## config.mk

```make
export PLATFORM = sky130hd
export DESIGN_NAME = wb_trace_buffer
export DESIGN_NICKNAME = d
export VERILOG_FILES = /design/src/rtl/wb_trace_buffer.sv
export SDC_FILE = /design/constraint.sdc
export NUM_CORES = 1
export LEC_CHECK = 0
export CAP_MARGIN = 20
export CORE_UTILIZATION = 50
export DETAILED_ROUTE_END_ITERATION = 16
export MAX_ROUTING_LAYER = met4
export PLACE_DENSITY = 0.78
export REMOVE_ABC_BUFFERS = 1
export SKIP_CTS_REPAIR_TIMING = 1
export SYNTH_ARGS = -nofsm -noshare
export SYNTH_HDL_FRONTEND = slang
export SYNTH_SLANG_ARGS = --single-unit
```

## constraint.sdc

```tcl
create_clock -name clk -period 5.7 [get_ports clk]
set_clock_uncertainty 0.2 [all_clocks]
set_input_delay 0.855 -clock clk [delete_from_list [all_inputs] [get_ports clk]]
set_output_delay 0.855 -clock clk [all_outputs]
set_load 0.005 [all_outputs]
```

## src/rtl/wb_trace_buffer.sv

```systemverilog
// wb_trace_buffer: first-word-fall-through FIFO that captures writeback-stage
// register writes and drains them through a valid/ready trace port.
// Ports:
//   clk, rst            clock; asynchronous active-low reset
//   PCW, RegWriteW,     writeback-stage PC, write enable,
//   WriteRegW,          destination register
//   WriteData3W         and write data (captured when cap is set)
//   trace_clr           synchronous clear of FIFO, overflow flag and drop counter
//   trace_valid/ready   head-entry handshake
//   trace_pc/reg/data   head entry, combinational from storage
//   trace_count         occupancy 0..DEPTH
//   trace_overflow      sticky: an event was dropped while full
//   trace_drop_cnt      saturating count of dropped events
// Macro WB_TRACE_R0_EN: when defined, writes to r0 are captured too.
module wb_trace_buffer #(
    parameter int DEPTH  = 16,
    parameter int ADDR_W = 4,
    parameter int DROP_W = 16
) (
    input  logic              clk,
    input  logic              rst,
    input  logic [31:0]       PCW,
    input  logic              RegWriteW,
    input  logic [4:0]        WriteRegW,
    input  logic [31:0]       WriteData3W,
    input  logic              trace_clr,
    output logic              trace_valid,
    input  logic              trace_ready,
    output logic [31:0]       trace_pc,
    output logic [4:0]        trace_reg,
    output logic [31:0]       trace_data,
    output logic [ADDR_W:0]   trace_count,
    output logic              trace_overflow,
    output logic [DROP_W-1:0] trace_drop_cnt
);

    typedef struct packed {
        logic [31:0] pc;
        logic [4:0]  rg;
        logic [31:0] data;
    } entry_t;

    localparam logic [ADDR_W:0] FULL_CNT = (ADDR_W + 1)'(DEPTH);

    entry_t              mem_q [DEPTH];
    logic [ADDR_W-1:0]   wr_ptr_q, wr_ptr_d;
    logic [ADDR_W-1:0]   rd_ptr_q, rd_ptr_d;
    logic [ADDR_W:0]     count_q, count_d;
    logic                ovf_q, ovf_d;
    logic [DROP_W-1:0]   drop_q, drop_d;

    logic cap, pop, full, push, drop;

`ifdef WB_TRACE_R0_EN
    assign cap = RegWriteW;
`else
    assign cap = RegWriteW && (WriteRegW != 5'd0);
`endif

    assign trace_valid = (count_q != '0);
    assign full        = (count_q == FULL_CNT);
    assign pop         = trace_valid && trace_ready;
    // When full, a same-cycle pop frees the slot the push needs.
    assign push        = cap && (!full || pop);
    assign drop        = cap && full && !pop;

    always_comb begin
        wr_ptr_d = wr_ptr_q;
        rd_ptr_d = rd_ptr_q;
        count_d  = count_q;
        ovf_d    = ovf_q;
        drop_d   = drop_q;
        if (trace_clr) begin
            wr_ptr_d = '0;
            rd_ptr_d = '0;
            count_d  = '0;
            ovf_d    = 1'b0;
            drop_d   = '0;
        end else begin
            if (push) wr_ptr_d = wr_ptr_q + 1'b1;
            if (pop)  rd_ptr_d = rd_ptr_q + 1'b1;
            unique case ({push, pop})
                2'b10:   count_d = count_q + 1'b1;
                2'b01:   count_d = count_q - 1'b1;
                default: count_d = count_q;
            endcase
            if (drop) begin
                ovf_d = 1'b1;
                if (drop_q != '1) drop_d = drop_q + 1'b1;
            end
        end
    end

    always_ff @(posedge clk or negedge rst) begin
        if (!rst) begin
            wr_ptr_q <= '0;
            rd_ptr_q <= '0;
            count_q  <= '0;
            ovf_q    <= 1'b0;
            drop_q   <= '0;
        end else begin
            wr_ptr_q <= wr_ptr_d;
            rd_ptr_q <= rd_ptr_d;
            count_q  <= count_d;
            ovf_q    <= ovf_d;
            drop_q   <= drop_d;
        end
    end

    // Storage is intentionally not reset.
    always_ff @(posedge clk) begin
        if (!trace_clr && push) begin
            mem_q[wr_ptr_q] <= '{pc: PCW, rg: WriteRegW, data: WriteData3W};
        end
    end

    assign trace_pc       = mem_q[rd_ptr_q].pc;
    assign trace_reg      = mem_q[rd_ptr_q].rg;
    assign trace_data     = mem_q[rd_ptr_q].data;
    assign trace_count    = count_q;
    assign trace_overflow = ovf_q;
    assign trace_drop_cnt = drop_q;

endmodule

```

==> PnR_summary.wiki, run 1 <==
{| class="wikitable"
! Metric !! Value
|-
| Slowest cell delay on critical path || 0.91 ns
|-
| Final setup vio count || 0
|-
| Routed via count divided by cell count || 6.19
|-
| Crit. End Element || output pin
|-
| Core ar. || 85300 um^2
|-
| Final number of max-transition violations || 0
|-
| Area added between synthesis and finish || 16.4%
|-
| Setup crit start kind || flop
|-
| Vias || 19936
|-
| Data arrival time of the critical path || 3.78 ns
|-
| Final hold vios || 0
|-
| Die Height || 296 um
|-
| Number of antenna-violating nets in the routed design || 0
|-
| Net count reported at finish || 2064
|-
| Highest-count cells in the layout ignoring fill and taps || sky130_fd_sc_hd__edfxtp_1, sky130_fd_sc_hd__mux4_2, sky130_fd_sc_hd__clkdlybuf4s50_1
|-
| Worst skew pair latency || 0.69 ns
|-
| Clock Path Buffers || 3
|-
| Worst Hold Margin || 0.329 ns
|-
| Antenna violations before repair || 8
|-
| Kind of path behind the tightest hold check || reg2reg
|-
| Syn Area/Cell || 24.9 um^2
|-
| YS warnings || 0
|-
| Root buffer cell || sky130_fd_sc_hd__clkbuf_16
|-
| DRC errors left || 0
|-
| Biggest area contributors in the synthesized netlist || sky130_fd_sc_hd__edfxtp_1, sky130_fd_sc_hd__mux4_2, sky130_fd_sc_hd__dfrtp_1
|-
| Flip-flop and latch count after synthesis || 1134
|-
| Post-synth EDFFs || 1104
|-
| Total instance count after detailed placement || 3014
|-
| Number of I/O port buffers || 165
|-
| Largest delay share family, worst path || multiplexers
|-
| Initial drt markers || 2172
|-
| Number of top-level design ports || 166
|-
| Crit path kind || reg2out
|-
| Sequential fraction of the synthesis area || 78.5%
|-
| Total detailed-routing wirelength || 98900 um
|-
| Leak || 15.3 nW
|-
| Fraction of layout instances using a drive strength above 1 || 29.0%
|-
| Slew at the pin closest to its max-slew limit || 1.10 ns
|-
| Post-synth design cell area || 43200 um^2
|-
| CP dominant cell by count || sky130_fd_sc_hd__mux4_2
|-
| CP cell instances || buf_12, mux4_2, mux4_2, clkdlybuf4s50_1
|-
| Die Area || 87500 um^2
|-
| Global-route usage over all layers || 23.8%
|-
| Worst rel slew slack || 26.7%
|-
| Critical path buffers and inverters || 2
|-
| Maximum number of pins on one net before global-route repair || 70
|-
| Horizontal die dimension || 296 um
|-
| Placement row count || 107
|-
| Number of buffers added by the clock tree synthesis step || 107
|-
| Number of distinct library cell variants in the gate-level netlist after synthesis || 51
|-
| Cell count after synthesis || 1734
|-
| Worst path slowest cell || sky130_fd_sc_hd__dfrtp_4
|-
| Largest fanout of any net on the critical path || 54
|-
| Unrepaired setup endpoints after global routing || false
|-
| Worst vdd ir || 300 uV
|-
| Post-synth top flop || sky130_fd_sc_hd__edfxtp_1
|-
| Library cell occupying the most area in the post-synthesis netlist || sky130_fd_sc_hd__edfxtp_1
|-
| Share of the clock period used by the worst path after layout || 84.9%
|-
| Global placement routability congestion || 0.802
|-
| Status || completed
|-
| Worst Path Required || 4.64 ns
|-
| Num Clock Sinks || 1134
|-
| H-tree levels || 3
|-
| Power per standard cell area || 399 nW/um^2
|-
| Overall overflow remaining after global route || 0
|-
| Most common cell after layout, fill and taps aside || sky130_fd_sc_hd__edfxtp_1
|-
| HPWL after detailed placement || 50400 um
|-
| Max Clk Rate || 207 MHz
|-
| Initial standard-cell utilization of the core || 50.6%
|-
| Yosys top cell area share || 76.8%
|-
| Initial DRT Pass Iterations || 7
|-
| First-pass GRT wire length || 143000 um
|-
| Clock-pin slew on the worst setup and hold paths || 0.07 ns
|-
| Vias in the first global route || 20814
|-
| WL per Instance || 30.7 um
|-
| Post-Layout Cell Count || 3221
|-
| Maximum Capacitance Violations || 0
|-
| Fin crit period || 4.84 ns
|-
| Fraction of registers with async set/reset || 2.65%
|-
| CTS tree || built
|}
layout make-up:
type,instances,area (um^2)
inverter,8,30.0
antenna,9,22.5
clock inverter,72,703
timing repair buffer,221,2390
fill,5670,35000
sequential,1134,33900
tap,1144,1430
clock buffer,125,2770
multi-input combinational,508,9000
worst min-delay path, cell delays in order (launching register included):
cell                      delay [ns]
sky130_fd_sc_hd__dfrtp_1        0.38
sky130_fd_sc_hd__inv_1          0.05
sky130_fd_sc_hd__a21oi_1        0.05
layer usage:
| layer | GRT usage, % | routed length [um] | part of all wire (%) | vias up |
|---|---|---|---|---|
| li1 | - | - | - | 8005 |
| met5 | - | 0 | 0 | - |
| met2 | 38.2 | 50400 | 51 | 1184 |
| met1 | 30.9 | 37500 | 38 | 10594 |
| met4 | 7.78 | 2350 | 2.4 | 0 |
| met3 | 4.56 | 8720 | 8.8 | 153 |
through the flow:
| step | worst slack, ns | utilization [%] | area, um^2 | setup TNS, ns | power [mW] |
|---|---|---|---|---|---|
| 6_report | 0.863 | 58.9 | 50300 | 0 | 20.0 |
| 4_1_cts | 0.756 | 58.9 | 50200 | 0 | 20.2 |
| 3_5_place_dp | 0.998 | 54.8 | 46700 | 0 | 13.2 |
| 2_1_floorplan | -6.99 | - | 42800 | -504.82 | 12.0 |
| 5_1_grt | 0.679 | 58.9 | 50300 | 0 | 20.6 |
| 3_3_place_gp | 1.17 | 54.8 | 46700 | 0 | 13.1 |
where the power goes:
part	internal (mW)	switching [mW]
combinational	2.02	1.56
clock	3.96	3.10
sequential	9.25	0.160
final timing paths:
path / cells after the start / slack (ns) / start / end
setup / recovery: 4 / 0.86 / rd_ptr_q[0]$_DFFE_PN0P_ / trace_data[22]
hold / removal: 2 / 0.33 / trace_overflow$_DFFE_PN0P_ / trace_overflow$_DFFE_PN0P_
setup reg to reg: 6 / 2.39 / trace_count[4]$_DFFE_PN0P_ / mem_q[6][1]$_DFFE_PP_
hold reg to reg: 2 / 0.33 / trace_overflow$_DFFE_PN0P_ / trace_overflow$_DFFE_PN0P_
max in group asynchronous: 2 / 4.62 / rst / rd_ptr_q[3]$_DFFE_PN0P_
min in group asynchronous: 2 / 0.36 / rst / trace_drop_cnt[3]$_DFFE_PN0P_
flip-flops by register name (all words and copies together) (netlist names):
register        cells
trace_overflow      1
wr_ptr_q            4
mem_q            1104
trace_drop_cnt     16
trace_count         5
rd_ptr_q            4
cells by family after synthesis:
group | Yosys count | synth area share (%)
compound gates | 27 | 0.487
fa+ha+maj | 10 | 0.307
simple gates | 101 | 1.19
buf+inv | 92 | 0.904
xor+xnor | 17 | 0.345
mux | 353 | 18.2
flops | 1134 | 78.5
cells in the mapped netlist (2+ instances only):
cell                       count
sky130_fd_sc_hd__nor4_1        2
sky130_fd_sc_hd__a21bo_2       2
sky130_fd_sc_hd__buf_2        30
sky130_fd_sc_hd__clkbuf_1     47
sky130_fd_sc_hd__buf_1         5
sky130_fd_sc_hd__ha_1          9
sky130_fd_sc_hd__nor3_1        4
sky130_fd_sc_hd__nor2b_1       6
sky130_fd_sc_hd__nand4_1       4
sky130_fd_sc_hd__inv_1         8
sky130_fd_sc_hd__a211oi_1      3
sky130_fd_sc_hd__buf_4         2
sky130_fd_sc_hd__o21a_1        2
sky130_fd_sc_hd__mux2_4        4
sky130_fd_sc_hd__nor2_1       45
sky130_fd_sc_hd__a21oi_1       9
sky130_fd_sc_hd__mux4_2      345
sky130_fd_sc_hd__and2_1        2
sky130_fd_sc_hd__nand2b_1      2
sky130_fd_sc_hd__mux2_1        2
sky130_fd_sc_hd__xnor2_1      13
sky130_fd_sc_hd__nand3_1      10
sky130_fd_sc_hd__and3_1        2
sky130_fd_sc_hd__edfxtp_1   1104
sky130_fd_sc_hd__nand3b_1      3
sky130_fd_sc_hd__nand2_1      12
sky130_fd_sc_hd__xor2_1        4
sky130_fd_sc_hd__dfrtp_1      30
Power figures use the tool's default switching activity.
==> run 2, diff against run 1 <==
--- a/config.mk
+++ b/config.mk
@@ -9,7 +9,7 @@
 export CORE_UTILIZATION = 50
 export DETAILED_ROUTE_END_ITERATION = 16
 export MAX_ROUTING_LAYER = met4
-export PLACE_DENSITY = 0.78
+export PLACE_DENSITY = 0.81
 export REMOVE_ABC_BUFFERS = 1
 export SKIP_CTS_REPAIR_TIMING = 1
 export SYNTH_ARGS = -nofsm -noshare
==> constraint.sdc (replaced) <==
create_clock -name clk -period 4.2 [get_ports clk]
set_clock_uncertainty 0.2 [all_clocks]
set_input_delay 0.63 -clock clk [delete_from_list [all_inputs] [get_ports clk]]
set_output_delay 0.63 -clock clk [all_outputs]
set_load 0.005 [all_outputs]
==> run 2 against run 1 <==
Compared with the run above:
- first-iteration DRC count is 5.0% lower
- global-route usage fell by 0.62 points
- clock power grew 38%
- final area grew 1.1%
- sequential power rose by 35%
- via count decreased by 0.87%
- sequential share of layout area shrank 0.72 points
- total power is 36% higher
- utilization grew 0.64 points
- critical path depth is 1 higher
- hold slack worse by 0.16 ns
- count of clock-buffer cells in the layout is 5 higher
- critical path type unchanged
- critical endpoint is now trace_data[1]
- highest routed layer unchanged
==> PnR_summary.wiki, run 2 (same netlist as run 1, synthesis figures left out) <==
{| class="wikitable"
! Metric !! Value
|-
| Share of the clock period used by the worst path after layout || 98.9%
|-
| Worst vdd ir || 368 uV (+23%)
|-
| First-pass GRT wire length || 140000 um (-2.0%)
|-
| Internal power component || 21.0 mW (+38%)
|-
| Slew at the pin closest to its max-slew limit || 0.681 ns (-0.419 ns)
|-
| Number of top-level design ports || 166 (unchanged)
|-
| Power per standard cell area || 537 nW/um^2 (+35%)
|-
| Initial standard-cell utilization of the core || 50.6% (unchanged)
|-
| DRC errors left || 0 (unchanged)
|-
| Horizontal die dimension || 296 um (unchanged)
|-
| Die Area || 87500 um^2 (unchanged)
|-
| Area added between synthesis and finish || 17.7%
|-
| Total detailed-routing wirelength || 97100 um (-1.9%)
|-
| Worst path slowest cell || sky130_fd_sc_hd__mux4_2
|-
| Largest fanout of any net on the critical path || 8 (-85%)
|-
| Max Clk Rate || 241 MHz
|-
| Final design instance area without fill || 50800 um^2 (+1.1%)
|-
| Highest-count cells in the layout ignoring fill and taps || sky130_fd_sc_hd__edfxtp_1, sky130_fd_sc_hd__mux4_2, sky130_fd_sc_hd__clkdlybuf4s50_1
|-
| Net load switching power || 6.32 mW (+31%)
|-
| Slowest cell delay on critical path || 0.59 ns (-0.32 ns)
|-
| Maximum Capacitance Violations || 0 (unchanged)
|-
| Maximum number of pins on one net before global-route repair || 70 (unchanged)
|-
| Root buffer cell || sky130_fd_sc_hd__clkbuf_16
|-
| Final hold vios || 0 (unchanged)
|-
| Top reg by flops || mem_q
|-
| Number of flip-flops in the largest register || 1104 (unchanged)
|-
| Crit. End Element || output pin
|-
| Largest delay share family, worst path || multiplexers
|-
| CP dominant cell by count || sky130_fd_sc_hd__mux4_2
|-
| Leak || 15.5 nW (+1.5%)
|-
| Number of buffers added by the clock tree synthesis step || 105 (-1.9%)
|-
| Critical path buffers and inverters || 3 (+1)
|-
| Worst rel slew slack || 54.6% (+28 points)
|-
| Net count reported at finish || 2088 (+1.2%)
|-
| Vias in the first global route || 21077 (+1.3%)
|-
| Combinational share of power || 18.0% (+0.2 points)
|-
| Clock Path Buffers || 3 (unchanged)
|-
| HPWL after detailed placement || 50000 um (-0.93%)
|-
| Fraction of layout instances using a drive strength above 1 || 29.7% (+0.71 points)
|-
| Global placement routability congestion || 0.806 (+0.49%)
|-
| Area after detailed placement || 47200 um^2 (+0.99%)
|-
| Vias || 19762 (-0.87%)
|-
| Most common cell after layout, fill and taps aside || sky130_fd_sc_hd__edfxtp_1
|-
| Final setup vio count || 0 (unchanged)
|-
| Clock-pin slew on the worst setup and hold paths || 0.06 ns (about the same)
|-
| Initial DRT Pass Iterations || 5 (-2)
|-
| WL per Instance || 29.9 um (-2.6%)
|-
| Core ar. || 85300 um^2 (unchanged)
|-
| Layout Utilization || 59.6% (+0.64 points)
|-
| Data arrival time of the critical path || 3.32 ns (-0.46 ns)
|-
| Fin crit period || 4.15 ns
|-
| Overall overflow remaining after global route || 0 (unchanged)
|-
| Initial drt markers || 2064 (-5.0%)
|-
| Global-route usage over all layers || 23.2% (-0.62 points)
|-
| Antenna violations before repair || 13 (+5)
|-
| Placement row count || 107 (unchanged)
|-
| Relative contribution of sequential cells to total power || 46.4% (-0.6 points)
|-
| Number of antenna-violating nets in the routed design || 0 (unchanged)
|-
| Share of total power consumed by net switching || 23.1% (-0.88 points)
|-
| Crit path kind || reg2out
|-
| Kind of path behind the tightest hold check || in2async
|-
| Routed via count divided by cell count || 6.09 (-1.6%)
|-
| Setup crit start kind || flop
|-
| CP cell instances || clkbuf_2, buf_4, mux4_2, mux4_2, clkdlybuf4s50_1
|-
| Status || completed
|-
| Final number of max-transition violations || 0 (unchanged)
|-
| Clock network fraction of design power || 35.6% (+0.4 points)
|-
| Worst skew pair latency || 0.65 ns (-0.04 ns)
|-
| CTS tree || built
|-
| Num Clock Sinks || 1134 (unchanged)
|-
| Worst Path Required || 3.37 ns (-1.27 ns)
|-
| Die Height || 296 um (unchanged)
|-
| H-tree levels || 3 (unchanged)
|-
| Number of I/O port buffers || 165 (unchanged)
|}
==> run 2: cell types whose count changed in the layout (fill, tap and decap cells not counted), sizes merged, moves of 4 or more <==
| cell | previous run | this run |
|---|---|---|
| buf | 56 | 81 |
| bufinv | 10 | 14 |
| clkbuf | 125 | 131 |
| clkinv | 46 | 41 |
| clkinvlp | 7 | 3 |
| inv | 17 | 12 |
==> run 2: metal layers <==
layer / global-route usage [%] / wire length, um / vias up
met5: - / 0 / -
met4: 6.42 / 1890 / 0
met3: 5.46 / 9040 / 136
met2: 37.5 / 49200 / 1029
met1: 29.6 / 36900 / 10549
li1: - / - / 8048
==> run 2: final cells by class <==
cell class	instances	area (um^2)
sequential	1134	33900
multi-input combinational	508	9000
inverter	8	30.0
tap	1144	1430
clock buffer	130	2810
antenna	12	30.0
clock inverter	62	721
fill	5564	34500
timing repair buffer	247	2870
==> run 2: power groups by stage <==
| stage | logic [mW] | registers (mW) | clock network [mW] |
|---|---|---|---|
| after CTS | 4.94 | 12.7 | 9.84 |
| final | 4.91 | 12.7 | 9.72 |
| after global placement | 4.75 | 12.9 | 0 |
| after floorplan | 2.40 | 13.2 | 0 |
| after detailed placement | 4.86 | 12.9 | 0 |
| after global routing | 5.21 | 12.7 | 10.2 |
==> run 2: worst paths after layout <==
path                                       startpoint                    endpoint  slack (ns)  cells past startpoint
max                           rd_ptr_q[0]$_DFFE_PN0P_               trace_data[1]        0.05                      5
min                                               rst  trace_overflow$_DFFE_PN0P_        0.17                      2
max reg2reg                trace_count[1]$_DFFE_PN0P_  trace_count[4]$_DFFE_PN0P_        1.12                      9
min reg2reg                trace_overflow$_DFFE_PN0P_  trace_overflow$_DFFE_PN0P_        0.34                      2
max in group asynchronous                         rst     rd_ptr_q[2]$_DFFE_PN0P_        3.29                      2
min in group clk           trace_overflow$_DFFE_PN0P_  trace_overflow$_DFFE_PN0P_        0.34                      2
==> run 2: stage by stage <==
stage	TNS (ns)	power (mW)	std cells	hold WS (ns)	worst slack (ns)
global route	-0.0103	28.1	3245	0.200	-0.00628
detailed placement	0	17.8	3037	0.332	0.378
floorplan	-1348.18	15.6	1650	0.134	-8.26
finish	0	27.3	3245	0.169	0.0450
global placement	0	17.6	3037	0.310	0.407
CTS	-0.213	27.5	3229	0.155	-0.0387
==> run 3, diff against run 2 <==
--- a/config.mk
+++ b/config.mk
@@ -6,11 +6,10 @@
 export NUM_CORES = 1
 export LEC_CHECK = 0
 export CAP_MARGIN = 20
-export CORE_UTILIZATION = 50
+export CORE_UTILIZATION = 55
 export DETAILED_ROUTE_END_ITERATION = 16
 export MAX_ROUTING_LAYER = met4
-export PLACE_DENSITY = 0.81
-export REMOVE_ABC_BUFFERS = 1
+export PLACE_DENSITY = 0.87
 export SKIP_CTS_REPAIR_TIMING = 1
 export SYNTH_ARGS = -nofsm -noshare
 export SYNTH_HDL_FRONTEND = slang
==> run 3 against run 2 <==
Compared with the run above:
- global-route usage increased by 6.1 points
- clock power grew 1%
- register-to-register slack worse by 0.15 ns
- setup slack lost 0.045 ns
- count of clock-buffer cells in the layout grew 8
- final area increased by 0.16%
- critical path depth is 1 higher
- maximum frequency fell by 1.1%
==> PnR_summary.wiki, run 3 (same netlist as run 1, synthesis figures left out) <==
{| class="wikitable"
! Metric !! Value
|-
| DRC errors left || 0 (unchanged)
|-
| Crit path kind || reg2out
|-
| Core ar. || 77600 um^2 (-9.0%)
|-
| Initial DRT Pass Iterations || 5 (unchanged)
|-
| Leak || 15.6 nW (+0.69%)
|-
| Worst path slowest cell || sky130_fd_sc_hd__mux4_2
|-
| Worst vdd ir || 351 uV (-4.7%)
|-
| Worst skew pair latency || 0.67 ns (+0.02 ns)
|-
| Setup crit start kind || flop
|-
| Number of antenna-violating nets in the routed design || 0 (unchanged)
|-
| Area after detailed placement || 47000 um^2 (-0.45%)
|-
| Number of buffers added by the clock tree synthesis step || 106 (+0.95%)
|-
| Fin crit period || 4.20 ns (+0.0446 ns)
|-
| First-pass GRT wire length || 158000 um (+12%)
|-
| Clock Path Buffers || 3 (unchanged)
|-
| Most common cell after layout, fill and taps aside || sky130_fd_sc_hd__edfxtp_1
|-
| Status || completed
|-
| Final design instance area without fill || 50900 um^2 (+0.16%)
|-
| WL per Instance || 35.6 um (+19%)
|-
| Slowest cell delay on critical path || 0.56 ns (-0.03 ns)
|-
| Horizontal die dimension || 282 um (-4.6%)
|-
| Initial drt markers || 3181 (+54%)
|-
| Critical path buffers and inverters || 4 (+1)
|-
| Area added between synthesis and finish || 17.9%
|-
| Total detailed-routing wirelength || 113000 um (+16%)
|-
| Overall overflow remaining after global route || 0 (unchanged)
|-
| Number of top-level design ports || 166 (unchanged)
|-
| Crit. End Element || output pin
|-
| # fillers || 4527 (-19%)
|-
| Initial standard-cell utilization of the core || 55.6% (+5.0 points)
|-
| Slew at the pin closest to its max-slew limit || 1.12 ns (+0.441 ns)
|-
| Number of flip-flops in the largest register || 1104 (unchanged)
|-
| Setup Total Neg Slack || 0 ns (unchanged)
|-
| H-tree levels || 3 (unchanged)
|-
| Vias || 21125 (+6.9%)
|-
| Data arrival time of the critical path || 3.37 ns (+0.05 ns)
|-
| Share of the clock period used by the worst path after layout || 100% (+1.1 points)
|-
| Root buffer cell || sky130_fd_sc_hd__clkbuf_16
|-
| Num Clock Sinks || 1134 (unchanged)
|-
| Maximum Capacitance Violations || 0 (unchanged)
|-
| Top reg by flops || mem_q
|-
| Kind of path behind the tightest hold check || in2async
|-
| Largest fanout of any net on the critical path || 14 (+6)
|-
| Die Area || 79600 um^2 (-9.0%)
|-
| Clock-pin slew on the worst setup and hold paths || 0.07 ns (about the same)
|-
| Maximum number of pins on one net before global-route repair || 62 (-11%)
|-
| Max Clk Rate || 238 MHz (-1.1%)
|-
| HPWL after detailed placement || 52100 um (+4.3%)
|-
| Largest delay share family, worst path || multiplexers
|-
| Total instance count after detailed placement || 2927 (-3.6%)
|-
| Post-Layout Cell Count || 3158 (-2.7%)
|-
| Placement row count || 102 (-4.7%)
|-
| Unrepaired setup endpoints after global routing || true
|-
| Number of nets in the synthesized netlist || 1818
|-
| Net count reported at finish || 2102 (+0.67%)
|-
| Antenna violations before repair || 11 (-2)
|-
| Highest-count cells in the layout ignoring fill and taps || sky130_fd_sc_hd__edfxtp_1, sky130_fd_sc_hd__mux4_2, sky130_fd_sc_hd__clkdlybuf4s50_1
|-
| Final setup vio count || 0 (unchanged)
|-
| Global-route usage over all layers || 29.3% (+6.1 points)
|-
| Die Height || 282 um (-4.6%)
|-
| Fraction of layout instances using a drive strength above 1 || 30.1% (+0.43 points)
|-
| Power per standard cell area || 549 nW/um^2 (+2.2%)
|-
| CP cell instances || buf_12, buf_16, buf_16, mux4_2, mux4_2, clkdlybuf4s50_1
|-
| Global placement routability congestion || 0.792 (-1.7%)
|-
| Final hold vios || 0 (unchanged)
|-
| Worst rel slew slack || 25.0% (-30 points)
|-
| Worst Path Required || 3.37 ns (about the same)
|-
| Number of I/O port buffers || 165 (unchanged)
|-
| Vias in the first global route || 21832 (+3.6%)
|-
| Final number of max-transition violations || 0 (unchanged)
|-
| Routed via count divided by cell count || 6.69 (+9.8%)
|-
| CTS tree || built
|}
==> run 3: cell types whose count changed in the layout (fill, tap and decap cells not counted), sizes merged <==
| cell | change |
|---|---|
| clkinv | -4 |
| inv | -1 |
| clkdlybuf4s50 | -2 |
| dlymetal6s2s | +2 |
| buf | +9 |
| clkbuf | +12 |
| bufinv | -3 |
| clkinvlp | +4 |
==> run 3: report_power, final <==
group	total (mW)	internal, mW	switching (mW)
Clock	9.82	5.53	4.30
Sequential	12.7	12.6	0.129
Combinational	5.44	3.06	2.38
Total	27.9	21.1	6.81
==> run 3: stage by stage <==
step / power [mW] / setup slack (ns) / utilization [%] / hold WS, ns
global route: 28.6 / -0.0229 / 65.6 / 0.210
floorplan: 16.0 / -0.746 / - / 0.134
CTS: 27.7 / -0.207 / 65.1 / 0.128
detailed placement: 17.8 / 0.178 / 60.6 / 0.320
global placement: 17.7 / 0.163 / 60.6 / 0.307
finish: 27.9 / 0.000382 / 65.6 / 0.150
==> run 3: path summary, 6_finish.rpt <==
kind / to / cells past startpoint / slack (ns) / startpoint
min in group clk: trace_overflow$_DFFE_PN0P_ / 2 / 0.33 / trace_overflow$_DFFE_PN0P_
worst max register to register: trace_count[4]$_DFFE_PN0P_ / 9 / 0.97 / trace_count[1]$_DFFE_PN0P_
worst min register to register: trace_overflow$_DFFE_PN0P_ / 2 / 0.33 / trace_overflow$_DFFE_PN0P_
worst max-delay path: trace_reg[0] / 6 / 0.0004 / rd_ptr_q[0]$_DFFE_PN0P_
max in group asynchronous: rd_ptr_q[1]$_DFFE_PN0P_ / 2 / 3.32 / rst
worst min-delay path: trace_overflow$_DFFE_PN0P_ / 2 / 0.15 / rst
==> run 3: layer usage <==
layer | wire, um | track usage [%] | vias to the layer above
met2 | 58700 | 48.1 | 1742
met1 | 38800 | 37.3 | 11072
met4 | 3440 | 9.90 | 0
met5 | 0 | - | -
met3 | 11600 | 5.17 | 236
li1 | - | - | 8075
==> run 3: cell type report <==
type | count | area (um^2) | area share (%)
well taps | 1040 | 1300 | 2.56
clock inverters | 58 | 627 | 1.23
diodes | 12 | 30.0 | 0.0590
inverters | 8 | 30.0 | 0.0590
multi-input cells | 508 | 9000 | 17.7
repair buffers | 260 | 3100 | 6.10
clock buffers | 138 | 2880 | 5.65
flip-flops and latches | 1134 | 33900 | 66.7
